### config.mk
export PLATFORM = sky130hd
export DESIGN_NAME = imem_loader
export DESIGN_NICKNAME = d
export VERILOG_FILES = /design/src/rtl/imem_loader.sv
export SDC_FILE = /design/constraint.sdc
export NUM_CORES = 1
export LEC_CHECK = 0
export ABC_CLOCK_PERIOD_IN_PS = 3000
export CAP_MARGIN = 20
export CORE_UTILIZATION = 40
export DETAILED_ROUTE_END_ITERATION = 8
export HOLD_SLACK_MARGIN = 0.02
export PLACE_DENSITY = 0.66
export SLEW_MARGIN = 10
export SYNTH_ARGS = -nofsm -noshare
export SYNTH_HDL_FRONTEND = slang
export SYNTH_SLANG_ARGS = --single-unit
### constraint.sdc
create_clock -name clk -period 3 [get_ports clk]
set_clock_uncertainty 0.15 [all_clocks]
set_input_delay 0.75 -clock clk [delete_from_list [all_inputs] [get_ports clk]]
set_output_delay 0.75 -clock clk [all_outputs]
set_load 0.02 [all_outputs]
### src/rtl/imem_loader.sv
// Boot-time instruction memory loader: takes a length-prefixed byte stream,
// assembles big-endian words and writes them to consecutive word addresses.
module imem_loader #(
  parameter int WORD_SIZE     = 32,
  parameter int MEM_SIZE      = 1024,
  parameter int MEM_CELL_SIZE = 8
) (
  input  logic                       clk,
  input  logic                       rst,
  input  logic                       start,
  input  logic [MEM_CELL_SIZE-1:0]   byte_in,
  input  logic                       byte_valid,
  output logic                       byte_ready,
  output logic                       wr_en,
  output logic [WORD_SIZE-1:0]       wr_addr,
  output logic [MEM_CELL_SIZE*4-1:0] wr_data,
  output logic                       cpu_hold,
  output logic                       done,
  output logic                       error
);

  localparam int          DW        = MEM_CELL_SIZE * 4;
  localparam logic [17:0] MEM_BYTES = 18'(MEM_SIZE);

  typedef enum logic [2:0] {
    S_IDLE,
    S_LEN_HI,
    S_LEN_LO,
    S_DATA,
    S_WRITE,
    S_DONE,
    S_ERR
  } state_t;

  // Handshake: a byte moves on a rising edge when byte_valid && byte_ready;
  // the source must hold byte_in/byte_valid until then.
  state_t           state_q, state_d;
  logic [15:0]      len_q, len_d;
  logic [15:0]      word_cnt_q, word_cnt_d;
  logic [1:0]       byte_idx_q, byte_idx_d;
  logic [DW-1:0]    asm_q, asm_d;
  logic             wr_en_q, wr_en_d;
  logic [WORD_SIZE-1:0] wr_addr_q, wr_addr_d;
  logic [DW-1:0]    wr_data_q, wr_data_d;
  logic             xfer;
  logic [17:0]      len_x4;

  assign byte_ready = (state_q == S_LEN_HI) || (state_q == S_LEN_LO) ||
                      (state_q == S_DATA);
  assign xfer       = byte_valid && byte_ready;

  always_comb begin
    state_d    = state_q;
    len_d      = len_q;
    word_cnt_d = word_cnt_q;
    byte_idx_d = byte_idx_q;
    asm_d      = asm_q;
    wr_en_d    = 1'b0;
    wr_addr_d  = wr_addr_q;
    wr_data_d  = wr_data_q;
    len_x4     = 18'd0;
    case (state_q)
      S_IDLE: begin
        if (start) state_d = S_LEN_HI;
      end
      S_LEN_HI: begin
        if (xfer) begin
          len_d   = {byte_in[7:0], len_q[7:0]};
          state_d = S_LEN_LO;
        end
      end
      S_LEN_LO: begin
        if (xfer) begin
          len_d  = {len_q[15:8], byte_in[7:0]};
          // 18-bit byte count so 0xFFFF words cannot wrap under the limit
          len_x4 = {len_d, 2'b00};
          if (len_x4 > MEM_BYTES) begin
            state_d = S_ERR;
          end else if (len_d == 16'd0) begin
            state_d = S_DONE;
          end else begin
            word_cnt_d = 16'd0;
            byte_idx_d = 2'd0;
            state_d    = S_DATA;
          end
        end
      end
      S_DATA: begin
        if (xfer) begin
          asm_d      = {asm_q[DW-MEM_CELL_SIZE-1:0], byte_in};
          byte_idx_d = byte_idx_q + 2'd1;
          if (byte_idx_q == 2'd3) begin
            wr_en_d   = 1'b1;
            wr_addr_d = WORD_SIZE'({word_cnt_q, 2'b00});
            wr_data_d = asm_d;
            state_d   = S_WRITE;
          end
        end
      end
      S_WRITE: begin
        word_cnt_d = word_cnt_q + 16'd1;
        state_d    = (word_cnt_d == len_q) ? S_DONE : S_DATA;
      end
      S_DONE, S_ERR: begin
        if (start) state_d = S_LEN_HI;
      end
      default: state_d = S_IDLE;
    endcase
  end

  always_ff @(posedge clk) begin
    if (rst) begin
      state_q    <= S_IDLE;
      len_q      <= 16'd0;
      word_cnt_q <= 16'd0;
      byte_idx_q <= 2'd0;
      asm_q      <= '0;
      wr_en_q    <= 1'b0;
      wr_addr_q  <= '0;
      wr_data_q  <= '0;
    end else begin
      state_q    <= state_d;
      len_q      <= len_d;
      word_cnt_q <= word_cnt_d;
      byte_idx_q <= byte_idx_d;
      asm_q      <= asm_d;
      wr_en_q    <= wr_en_d;
      wr_addr_q  <= wr_addr_d;
      wr_data_q  <= wr_data_d;
    end
  end

  assign wr_en    = wr_en_q;
  assign wr_addr  = wr_addr_q;
  assign wr_data  = wr_data_q;
  assign cpu_hold = (state_q != S_IDLE) && (state_q != S_DONE);
  assign done     = (state_q == S_DONE);
  assign error    = (state_q == S_ERR);

endmodule

-- Yosys cells after proc, flatten, opt, wreduce, memory -nomap -nowiden
Cells that the tools add are included.
- bits in latches: 0
- memories: 0
- bits in registers: 110
- bits in read-only memories: 0
- output and inout port bits: 69
- logic and storage cells: 72
- RAM bits: 0
- bitwise logic cells: 4
- mux-type cells: 22
- multiply operators: 0
- shift-type cells: 0
- reduce and logical (&&, ||, !) cells: 18
- eq/ne operators: 16
- divide/modulo/power cells: 0
- $add $sub $neg: 2
- $lt $le $gt $ge: 1
- operator list (kind ; count):
    $mux W16 ; 4
    $pmux W16 S2 ; 2
    $mux W3 ; 8
    $gt A18 B11 Y1 const B ; 1
    $add A16 B1 Y16 const B ; 1
    $eq A16 B16 Y1 ; 1
    $logic_not A16 Y1 ; 1
    $pmux W3 S5 ; 1
    $ne A2 B2 Y1 const B ; 5
    $reduce_and A5 Y1 ; 2
    $eq A3 B3 Y1 const B ; 3
    $reduce_and A3 Y1 ; 3
    $mux W2 ; 4
    $mux W8 ; 1
    $eq A3 B2 Y1 const B ; 2
    $reduce_or A3 Y1 ; 2
    $ne A2 B1 Y1 const B ; 2
    $not A1 Y1 ; 4
    $pmux W2 S2 ; 1
    $reduce_and A4 Y1 ; 1
    $reduce_bool A2 Y1 ; 2
    $eq A3 B1 Y1 const B ; 1
    $logic_not A3 Y1 ; 1
    $ne A3 B3 Y1 const B ; 1
    other kinds (7) ; 9

-- Logic depth before layout (Yosys ltp)
- word-level depth: 6
- depth in mapped cells: 9
- depth with buffers taken out: 8

-- Worst setup path before layout
No wires, ideal clock.
- kind: register to register
- from: register word_cnt_q[1]
- to: register state_q[1]
- setup slack: 0.538 ns
- stages on the path, launching flop included: 9
- arrival time: 2.182 ns
- clock period less this slack: 2.462 ns
- setup time: 0.130 ns
- path buffers: 0
- path through: dfxtp_1 -> ha_1 -> nand3_1 -> nor3_1 -> mux2_1 -> a31oi_1 -> a41oi_1 -> nor4_2 -> o22ai_1
- longest elaborated chain between the ends: 4
- ends and longest elaborated chain (item ; line ; RTL):
    start, declared ; 39 ; logic [15:0] word_cnt_q, word_cnt_d;
    start signal, assigned ; 124 ; word_cnt_q <= word_cnt_d;
    $add A16 B1 Y16 ; 101 ; word_cnt_d = word_cnt_q + 16'd1;
    $eq A16 B16 Y1 ; 102 ; state_d = (word_cnt_d == len_q) ? S_DONE : S_DATA;
    $mux W3 ; 102 ;
    $pmux W3 S5 ; 62 ; case (state_q)
    end signal, assigned ; 122 ; state_q <= state_d;
    end, declared ; 37 ; state_t state_q, state_d;
Every way passes these cells.
A chain may end at the register's enable or synchronous reset.

-- Worst setup path after layout
- from: register state_q[0]
- to: output done
- longest elaborated chain between the ends: 1
- ends and longest elaborated chain (item ; line ; RTL):
    $eq A3 B3 Y1 ; 137 ; assign done = (state_q == S_DONE);
    end, declared ; 18 ; output logic done,
Every way passes these cells.

==> results.cfg <==
[final_layout]
area_growth_syn_to_layout_pct = 22.5
fin_nets = 712
layout.cells.non_filler = 846
seq_area_sq_um = 2200
multi_input_comb_area_sq_um = 2420
antenna_cells = 0
drive_gt1_share_pct = 7.11
fill_cells = 1126

[drt]
via_per_inst = 5.28
dr_total_vias = 4469
wl_per_cell_um = 14.5
drc = 0
drt_iter0_drc = 296
ant_nets = 0
drt-total-wl_um = 12300
drtPass1Iterations = 5

[pwr]
swShare_pct = 30.8
p_sw_mw = 1.06
combPwrFrac_pct = 20.8
p_clk_share_pct = 33.5
ir_drop_mv = 0.534
p_seq_share_pct = 45.7
power_density_nw_per_um2 = 578
p_int_mw = 2.39
p_leak_nw = 2.05

[global_routing]
grt_max_degree = 75
overflow = 0
grt_pass1_vias = 4246
antenna_found_initial = 0
grt_pass1_wl_um = 20600
grtUsageTotal_pct = 20.2

[yosys]
synth-simple-area-share_pct = 26.9
synth_largest_type_area_fraction_pct = 45.1
synth_edf_count = 0
ys.flop_type = dfxtp_1
synthAdderAreaFrac_pct = 0.512
syn_inst = 641
ys_ff_latch = 110
synth_compound_area_share_pct = 16.9
ys_warn_count = 0
yosys-mux-area-fraction_pct = 0.231
syn_area_sq_um = 4880
syn_avg_cell_area_sq_um = 7.62
synth-xor-area-share_pct = 3.95
seq_area_frac_synth_pct = 45.1
synth_top_family_by_area = simple AND/OR/NAND/NOR gates
yosys.cell_types.count = 53
yosys-top-cells-area = dfxtp_1, nand2_1, a21oi_1, xnor2_1, buf_4
ys_async_sr_fraction_pct = 0
synth_top_area_cell = dfxtp_1

[setup_path]
cp-end-kind = output pin
worstPathRequired_ns = 2.10
startpoint_type = flop
crit_arrival_ns = 1.95
cp_max_fo = 9
critPathKind = flop to output pin

[timing]
final_max_slew_viol_count = 0
setup_viol = 0
hold_viol = 0
fin_setup_tns_ns = 0
layout_min_cycle_time_ns = 2.85
period_share_pct = 94.9
fmax_ghz = 0.351
rsz0062_at_grt = false

[run_status]
status = finished clean

[clock_tree]
cts.reportedPaths.clkPinSlew_ns = 0.07
clockRootBuffer = clkbuf_16
cts_setup_buffers = 0
cts_buffers = 9
cts_tree = built
clk_latency_ns = 0.35
cts_buffer_depth = 2
cts.repair.resized = 0
cts_hold_buf = 0
h-tree-depth = 3
clock_sink_count = 110

[die]
num_io_pins = 81
start_util_pct = 41.9
die_area_sq_um = 12700
fp.dieH_um = 112
core_area_sq_um = 11700
rows = 39
die_w_um = 112

[place]
dpl.cell_count = 830
gp_congestion = 0.858
io_buffer_count = 64
place_hpwl_um = 8620

[flow_run]
drv_cap = 0

[hold_path]
hold_path_class = flop to flop
==> kinds of logic after synthesis <==
family                     after synthesis
AOI/OAI and AO/OA                      151
buffers and inverters                   64
xor gates and xnor gates                22
DFF                                    110
adders and majority gates                2
other                                    1
muxes                                    1
and+or+nand+nor                        290
==> path summary, 6_finish.rpt <==
check	slack, ns	startpoint	cells after the start	endpoint
worst min register to register	0.30	wr_addr[11]	2	wr_addr[11]
worst max-delay path	0.15	state_q[0]	3	done
worst max register to register	0.31	word_cnt_q[1]	8	state_q[1]
worst min-delay path	0.30	wr_addr[11]	2	wr_addr[11]
==> synthesized netlist by cell type (2+ instances only) <==
cell type and instances:
nand2_1 190, dfxtp_1 110, a21oi_1 108, clkbuf_1 33, nor2_1 30, o21ai_0 19
buf_4 17, xnor2_1 15, nand3_1 11, or3_1 8, xor2_1 7, and2_1 6
buf_2 6, nand4_1 6, nor3_1 6, nor4_1 6, a22oi_1 4, a31oi_1 4
and3_1 4, inv_1 4, nor2b_1 4, buf_1 3, nand2b_1 3, nand3b_1 3
o21a_1 3, a21o_1 2, ha_1 2, nand4b_1 2
==> per-stage QoR <==
stage               worst slack [ns]  area (sq um)  total power, mW  util [%]  hold slack [ns]
global placement              0.0689          5700             2.31      48.9            0.292
detailed placement            0.0588          5700             2.33      48.9            0.297
CTS                            0.146          5980             3.48      51.3            0.308
global route                  0.0818          5980             3.62      51.3            0.317
finish                         0.152          5980             3.46      51.3            0.304
floorplan                      0.538          4940             2.11         -            0.282
==> area by class of cell <==
type,count,area share [%]
multi-input combinational,482,40.5
timing repair buffer,91,14.7
sequential,110,36.8
clock buffer,11,4.06
clock inverter,5,0.690
inverter,4,0.251
tap,143,2.99
==> state kept, by name, summed over array words and instances (netlist names) <==
name        cells
state_q         3
wr_addr        16
byte_idx_q      2
wr_data        32
asm_q          24
len_q          16
wr_en           1
word_cnt_q     16
==> worst max-delay path: stages, from the launching register on <==
cell and delay (ns):
dfxtp_1 0.46, nor2b_1 0.35, and2_1 0.18, clkdlybuf4s50_1 0.61
==> metal layers <==
metal	global-route usage, %	share of wire (%)	vias up
li1	-	-	2239
met1	27.6	48	2094
met2	32.0	46	123
met3	3.78	4.2	13
met4	6.67	1.3	0
met5	0	0	-
==> cell usage in the layout (no fill, tap or decap), types with 2 or more instances in the layout <==
master / instances
nor3_1: 6
inv_6: 2
ha_1: 2
dfxtp_1: 110
a21oi_1: 108
a22oi_1: 4
buf_4: 25
nor4_1: 6
nor2b_1: 4
and3_1: 4
buf_12: 3
nor2_1: 30
o21ai_0: 19
a21o_1: 2
a31oi_1: 4
nand2b_1: 3
xor2_1: 7
conb_1: 16
nand2_1: 190
nand4_1: 6
o21a_1: 3
nand3b_1: 3
and2_1: 6
nand4b_1: 2
inv_1: 4
clkbuf_16: 9
xnor2_1: 15
or3_1: 8
nand3_1: 11
clkdlybuf4s50_1: 63
==> power groups by stage <==
| stage | clock, mW | sequential [mW] | combinational [mW] |
|---|---|---|---|
| floorplan | 0 | 1.58 | 0.530 |
| global placement | 0 | 1.61 | 0.702 |
| detailed placement | 0 | 1.61 | 0.715 |
| CTS | 1.18 | 1.58 | 0.721 |
| global route | 1.24 | 1.59 | 0.792 |
| finish | 1.16 | 1.58 | 0.721 |
No activity file was read; power rests on OpenSTA's default activity.
